[config.mk]
export PLATFORM = sky130hd
export DESIGN_NAME = if_fetch_unit
export DESIGN_NICKNAME = d
export VERILOG_FILES = /design/src/rtl/if_fetch_unit.sv
export SDC_FILE = /design/constraint.sdc
export NUM_CORES = 1
export LEC_CHECK = 0
export ABC_AREA = 1
export CAP_MARGIN = 20
export CORE_MARGIN = 2
export CORE_UTILIZATION = 47
export DETAILED_ROUTE_END_ITERATION = 10
export GPL_TIMING_DRIVEN = 0
export PLACE_DENSITY = 0.77
export SYNTH_ARGS = -nofsm -noshare
export SYNTH_HDL_FRONTEND = slang
export SYNTH_SLANG_ARGS = --single-unit
[constraint.sdc]
create_clock -name clk -period 1.8 [get_ports clk]
set_input_delay 0.54 -clock clk [delete_from_list [all_inputs] [get_ports clk]]
set_output_delay 0.54 -clock clk [all_outputs]
set_load 0.02 [all_outputs]
[src/rtl/if_fetch_unit.sv]
// Instruction-fetch stage: owns the PC and fetches from a variable-latency imem.
// Presents {PC+4, Instruction} to IF/ID, or a zero bubble when nothing is ready.
module if_fetch_unit #(
  parameter logic [31:0] RESET_PC = 32'h0000_0000
) (
  input  logic        clk,
  input  logic        rst,
  input  logic        freeze,
  input  logic        branch_taken,
  input  logic [31:0] branch_addr,
  output logic        imem_req,
  output logic [31:0] imem_addr,
  input  logic        imem_ack,
  input  logic [31:0] imem_rdata,
  output logic [31:0] PC,
  output logic [31:0] Instruction,
  output logic        if_valid
);

  // DROP: a request is in flight whose data must be thrown away.
  typedef enum logic [1:0] {
    FETCH = 2'd0,
    DROP  = 2'd1,
    FULL  = 2'd2
  } state_t;

  state_t      state, state_n;
  logic [31:0] req_addr, req_addr_n;
  logic [31:0] tgt_addr, tgt_addr_n;
  logic [31:0] buf_instr, buf_instr_n;
  logic [31:0] buf_pc, buf_pc_n;
  logic        buf_valid, buf_valid_n;

  assign imem_req    = (state != FULL);
  assign imem_addr   = req_addr;
  assign if_valid    = buf_valid;
  assign Instruction = buf_valid ? buf_instr : 32'b0;
  assign PC          = buf_valid ? buf_pc + 32'd4 : 32'b0;

  // State and buffer registers.
  always_ff @(posedge clk) begin
    if (rst) begin
      state     <= FETCH;
      req_addr  <= RESET_PC;
      tgt_addr  <= 32'b0;
      buf_instr <= 32'b0;
      buf_pc    <= 32'b0;
      buf_valid <= 1'b0;
    end else begin
      state     <= state_n;
      req_addr  <= req_addr_n;
      tgt_addr  <= tgt_addr_n;
      buf_instr <= buf_instr_n;
      buf_pc    <= buf_pc_n;
      buf_valid <= buf_valid_n;
    end
  end

  // Next state; redirect beats both freeze and an arriving ack.
  always_comb begin
    state_n     = state;
    req_addr_n  = req_addr;
    tgt_addr_n  = tgt_addr;
    buf_instr_n = buf_instr;
    buf_pc_n    = buf_pc;
    buf_valid_n = buf_valid;
    unique case (state)
      FETCH: begin
        if (imem_ack) begin
          if (branch_taken) begin
            req_addr_n = branch_addr;
          end else begin
            buf_instr_n = imem_rdata;
            buf_pc_n    = req_addr;
            buf_valid_n = 1'b1;
            req_addr_n  = req_addr + 32'd4;
            state_n     = FULL;
          end
        end else if (branch_taken) begin
          tgt_addr_n = branch_addr;
          state_n    = DROP;
        end
      end
      DROP: begin
        if (branch_taken) tgt_addr_n = branch_addr;
        if (imem_ack) begin
          req_addr_n = branch_taken ? branch_addr : tgt_addr;
          state_n    = FETCH;
        end
      end
      FULL: begin
        if (branch_taken) begin
          buf_valid_n = 1'b0;
          req_addr_n  = branch_addr;
          state_n     = FETCH;
        end else if (!freeze) begin
          buf_valid_n = 1'b0;
          state_n     = FETCH;
        end
      end
      default: begin
        buf_valid_n = 1'b0;
        state_n     = FETCH;
      end
    endcase
  end

endmodule

# Word level (Yosys, flattened, before mapping)
# Index checks and enable logic that the tools add are counted.
[totals]
ff_bits = 131
ram_bits = 0
mem_count = 0
out_inout_bits = 98
latchBits = 0
input_bits = 69
mem_bits_ro = 0
[op_classes]
div = 0
addsub = 2
n_lt_le_gt_ge = 0
n_reduce_logical = 8
mul = 0
muxes = 22
n_bitwise = 2
n_eq_ne = 11
n_shift = 0
[op_table]
columns = ["cell", "n"]
rows = [
  ["32-bit two-way mux", 8],
  ["32-bit one-hot mux with 3 select lines", 1],
  ["32-bit by 3-bit adder with 32-bit output, second input constant", 2],
  ["32-bit one-hot mux with 2 select lines", 1],
  ["2-bit two-way mux", 6],
  ["2-bit != test, second input constant", 6],
  ["4-bit AND reduction", 3],
  ["3-bit != test, second input constant", 3],
  ["2-bit one-hot mux with 3 select lines", 1],
  ["1-bit two-way mux", 4],
  ["1-bit one-hot mux with 3 select lines", 1],
  ["3-bit AND reduction", 1],
  ["3-bit nonzero test", 1],
  ["2-bit by 1-bit == test with 1-bit output, second input constant", 1],
  ["2-bit == test, second input constant", 1],
  ["2-bit zero test", 1],
  ["1-bit inverter", 2],
  ["2-bit AND reduction", 1],
  ["2-bit nonzero test", 1],
]

# Logic depth before layout (Yosys ltp)
# Gate-level depths: netlist of the first run.
[depth]
word_depth = 4
ltp_mapped = 12

# Worst setup path after synthesis of the first run
# No wires, ideal clock.
[synth_timing]
path_kind = "register to output"
startpoint = "register buf_pc[2]"
endpoint = "output port PC[15]"
path_buffers = 0
arrival_time_ns = 1.505
required_ns = 1.260
slack_ns = -0.245
stages_incl_launch_ff = 9
path_cell_list = "dfxtp_1 > inv_2 > nor3_4 > nand2_2 > nor2_4 > inv_2 > nor2_1 > nor2_1 > nor3_1"
[synth_between]
elab_chain_cells = 2
[synth_lines]
columns = ["item", "line", "source"]
rows = [
  ["from (decl)", "31", "logic [31:0] buf_pc, buf_pc_n;"],
  ["from (signal assigned)", "54", "buf_pc <= buf_pc_n;"],
  ["32-bit by 3-bit adder with 32-bit output", "38", "assign PC = buf_valid ? buf_pc + 32'd4 : 32'b0;"],
  ["32-bit two-way mux", "38", ""],
  ["to (decl)", "15", "output logic [31:0] PC,"],
]
# Every way passes these cells.

# Worst setup path after layout of the first run
[layout_timing]
startpoint = "register buf_pc[7]"
endpoint = "output port PC[20]"
# The elaborated chain is that of the path after synthesis.

==> results of run 1 <==
placed cells by master, fill, tap and decap left out, drive strengths merged:
master         Yosys  final
nand2            296    296
nor2             163    163
a21oi            156    156
buf               23    148
o21ai            146    146
dfxtp            131    131
inv              111    114
clkdlybuf4s50      0     66
clkbuf            46     65
nand3             56     56
dlygate4sd2        0     25
mux2i             17     17
nor3              16     16
xor2              12     12
nand4             11     11
a31oi             11     11
clkinv            10     10
xnor2              6      6
a21boi             6      6
clkdlybuf4s15      0      6
bufinv             0      5
ha                 5      5
clkinvlp           0      4
nor4               4      4
o211ai             3      3
or2                2      2
a221oi             1      1
nor3b              1      1
a211oi             1      1
and2               1      1
dlymetal6s2s       0      1
kinds of logic (layout without fill, tap and decap cells):
kind of cell    after synthesis  in the layout  synth area share
flops                       131            131             0.334
mux                          17             17            0.0217
fa+ha+maj                     5              5           0.00797
buf+inv                     190            444             0.100
compound gates              324            324             0.215
xor+xnor                     18             18            0.0201
simple gates                550            550             0.301
path summary, 6_finish.rpt:
| kind | endpoint | slack (ns) | depth (start not counted) |
|---|---|---|---|
| min reg2reg | buf_instr[13] | 0.51 | 2 |
| max | PC[20] | -0.78 | 7 |
| min | buf_instr[13] | 0.51 | 2 |
| max reg2reg | buf_instr[0] | 0.01 | 8 |
critical path, delay by kind of cell, from the launching register on:
kind / cells / cell delay, ns
compound gates: 1 / 0.13
simple gates: 4 / 0.82
buf+inv: 2 / 0.28
flops: 1 / 0.38
final cells by class:
class	count	area (sq um)	area share
Buffer	68	527	0.0433
Clock buffer	18	439	0.0361
Clock inverter	12	204	0.0168
Inverter	121	499	0.0410
Multi-Input combinational cell	914	5280	0.434
Sequential cell	131	2710	0.223
Tap cell	220	275	0.0226
Timing Repair Buffer	225	2230	0.183
metrics by stage:
step,cells,instance area (sq um),setup WS [ns]
2_1_floorplan,1235,7970,-0.130
3_3_place_gp,1621,9900,-0.876
3_5_place_dp,1621,9900,-0.904
4_1_cts,1682,11100,-0.661
5_1_grt,1709,12200,-0.870
6_report,1709,12200,-0.783
power groups by stage:
stage               Combinational [W]  Sequential (W)  Clock [W]
floorplan                     0.00175         0.00385          0
global placement              0.00291         0.00382          0
detailed placement            0.00295         0.00384          0
CTS                           0.00312         0.00380    0.00386
global route                  0.00383         0.00393    0.00400
finish                        0.00356         0.00389    0.00387
sequential cells by signal, indices dropped and copies added, names as in the netlist:
signal / flops
imem_addr: 32
buf_instr: 32
tgt_addr: 32
if_valid: 1
state: 2
buf_pc: 32
routing by layer:
metal,vias up,share of wire
met5,-,0
met2,571,0.48
li1,4539,-
met1,4451,0.39
met3,121,0.083
met4,0,0.046
repair_timing:
action                     CTS  global route
gates cloned                 0             7
resized for setup          513           307
setup endpoints to repair  228           201
setup buffers               32            21
pin swaps                   32            36
==> results.toml, run 1 <==
[worst_setup_path]
cp-start-kind = "flip-flop"
path_max_fanout = 5
reg2reg_from = "state[1]"
crit_path_start = "buf_pc[7]"
cp_cell_sequence = "nand4_1 > or2_1 > nor2_4 > nand3_4 > buf_4 > a21oi_2 > buf_6"
slowest_stage = "dfxtp_4"
slowest_delay_ns = 0.38
arrival_ns = 2.04
path_class = "flip-flop to output pin"
required_ns = 1.26
crit_path_end_kind = "output pin"

[yosys]
ys_ff_latch = 131
synth_edf_count = 0
avgSynthCellArea_sq_um = 6.36
ys_top_cells_by_area = "dfxtp_1 (33%), nand2_1 (14%), a21oi_1 (9.8%), o21ai_0 (9.1%), nor2_1 (7.0%)"
yosysTopAreaCell = "dfxtp_1"
async_flop_share = 0
synth.distinct_cells = 42
yosys_warnings = 0
yosysMostFrequentCell = "nand2_1"
synth_nets = 1309
synth.top_cell.area_share = 0.334
syn_inst = 1235
synth_common_cells = "nand2_1 (290), a21oi_1 (154), nor2_1 (146)"
synth_area_sq_um = 7850
synth-seq-area-share = 0.334
synth_flop_cell = "dfxtp_1"

[global_routing]
grt_pass1_wl_mm = 43.5
use_met3 = 0.0586
grtUsageTotal = 0.306
grt_util_met1 = 0.387
top_usage_layer = "met2"
grt_pass1_vias = 8542
grt_util_met2 = 0.509
antenna_found_initial = 0
grt_overflow = 0
grt_max_degree = 17

[cells_and_area]
postLayoutCoreUtil = 0.739
diodes = 0
syn_to_final_growth_pct = 55.0
final_nets = 1552
fillers = 1163
drive_gt1_frac = 0.332

[sta]
period_share = 1.44
final-hold-violation-count = 0
setup_viol = 63
finalSetupTns_ns = -23.26
fmax_mhz = 387
slew-limit-headroom = 0.642
rsz0062_at_grt = "true"
finalMaxSlewViolations = 0
fin_hold_ws_ns = 0.514
skew_ns = 0.00897
worst_slew_pin_slew_ns = 0.537
finalCriticalPeriod_ns = 2.58
finalWorstSetupSlack_ns = -0.783

[drt]
vias = 9682
dr.pass1.iters = 6
wirelength_mm = 31.3
ant_nets = 0
viasPerCell = 5.67
wire_per_inst_um = 18.3
drc = 0
drt_iter0_markers = 938

[pwr]
power_frac_comb = 0.314
leakage_nw = 5.64
pwr-share-clk = 0.342
netSwitchingPower_w = 0.00405
p_per_area_nw_per_um2 = 931
p_seq_frac = 0.344
power_w = 0.0113
p_int_w = 0.00728
p_sw_frac = 0.357
ir_drop_mv = 0.771

[die]
coreArea_sq_um = 16500
start_util = 0.477
num_rows = 47
dieArea_sq_um = 17800
dieWidth_um = 133
io_pins = 167
die-height_um = 133

[status]
violations = "negative setup slack"
status = "finished, violations left"

[clocking]
clkTransAtPathRegs_ns = 0.06
cts_tree = "yes"
cts_made_buffers = 17
cts_max_path_buffers = 2
clk_latency_ns = 0.43
ctsHtreeMaxLevel = 4
cts-root-buf = "clkbuf_16"
cts_hold_buf = 0
clock_sink_count = 131

[flow_run]
maxCapViolations = 0

[placed_design]
numPortBuffers = 166
gp_congestion = 0.926
dpl.hpwl_mm = 19.8

[min_path]
min_path_type = "flip-flop to flip-flop"
hp-start = "buf_instr[13]"
(Power assumes the default switching activity.)
==> run 2, diff against run 1 <==
Settings changed: ABC_CLOCK_PERIOD_IN_PS set to 1800.
==> results of run 2 <==
Final layout, timing and power as in run 1 (identical DEF).
==> run 3, diff against run 2 <==
Settings changed: CTS_CLUSTER_SIZE set to 30.
==> results of run 3 <==
Final layout, timing and power as in run 1 (identical DEF).
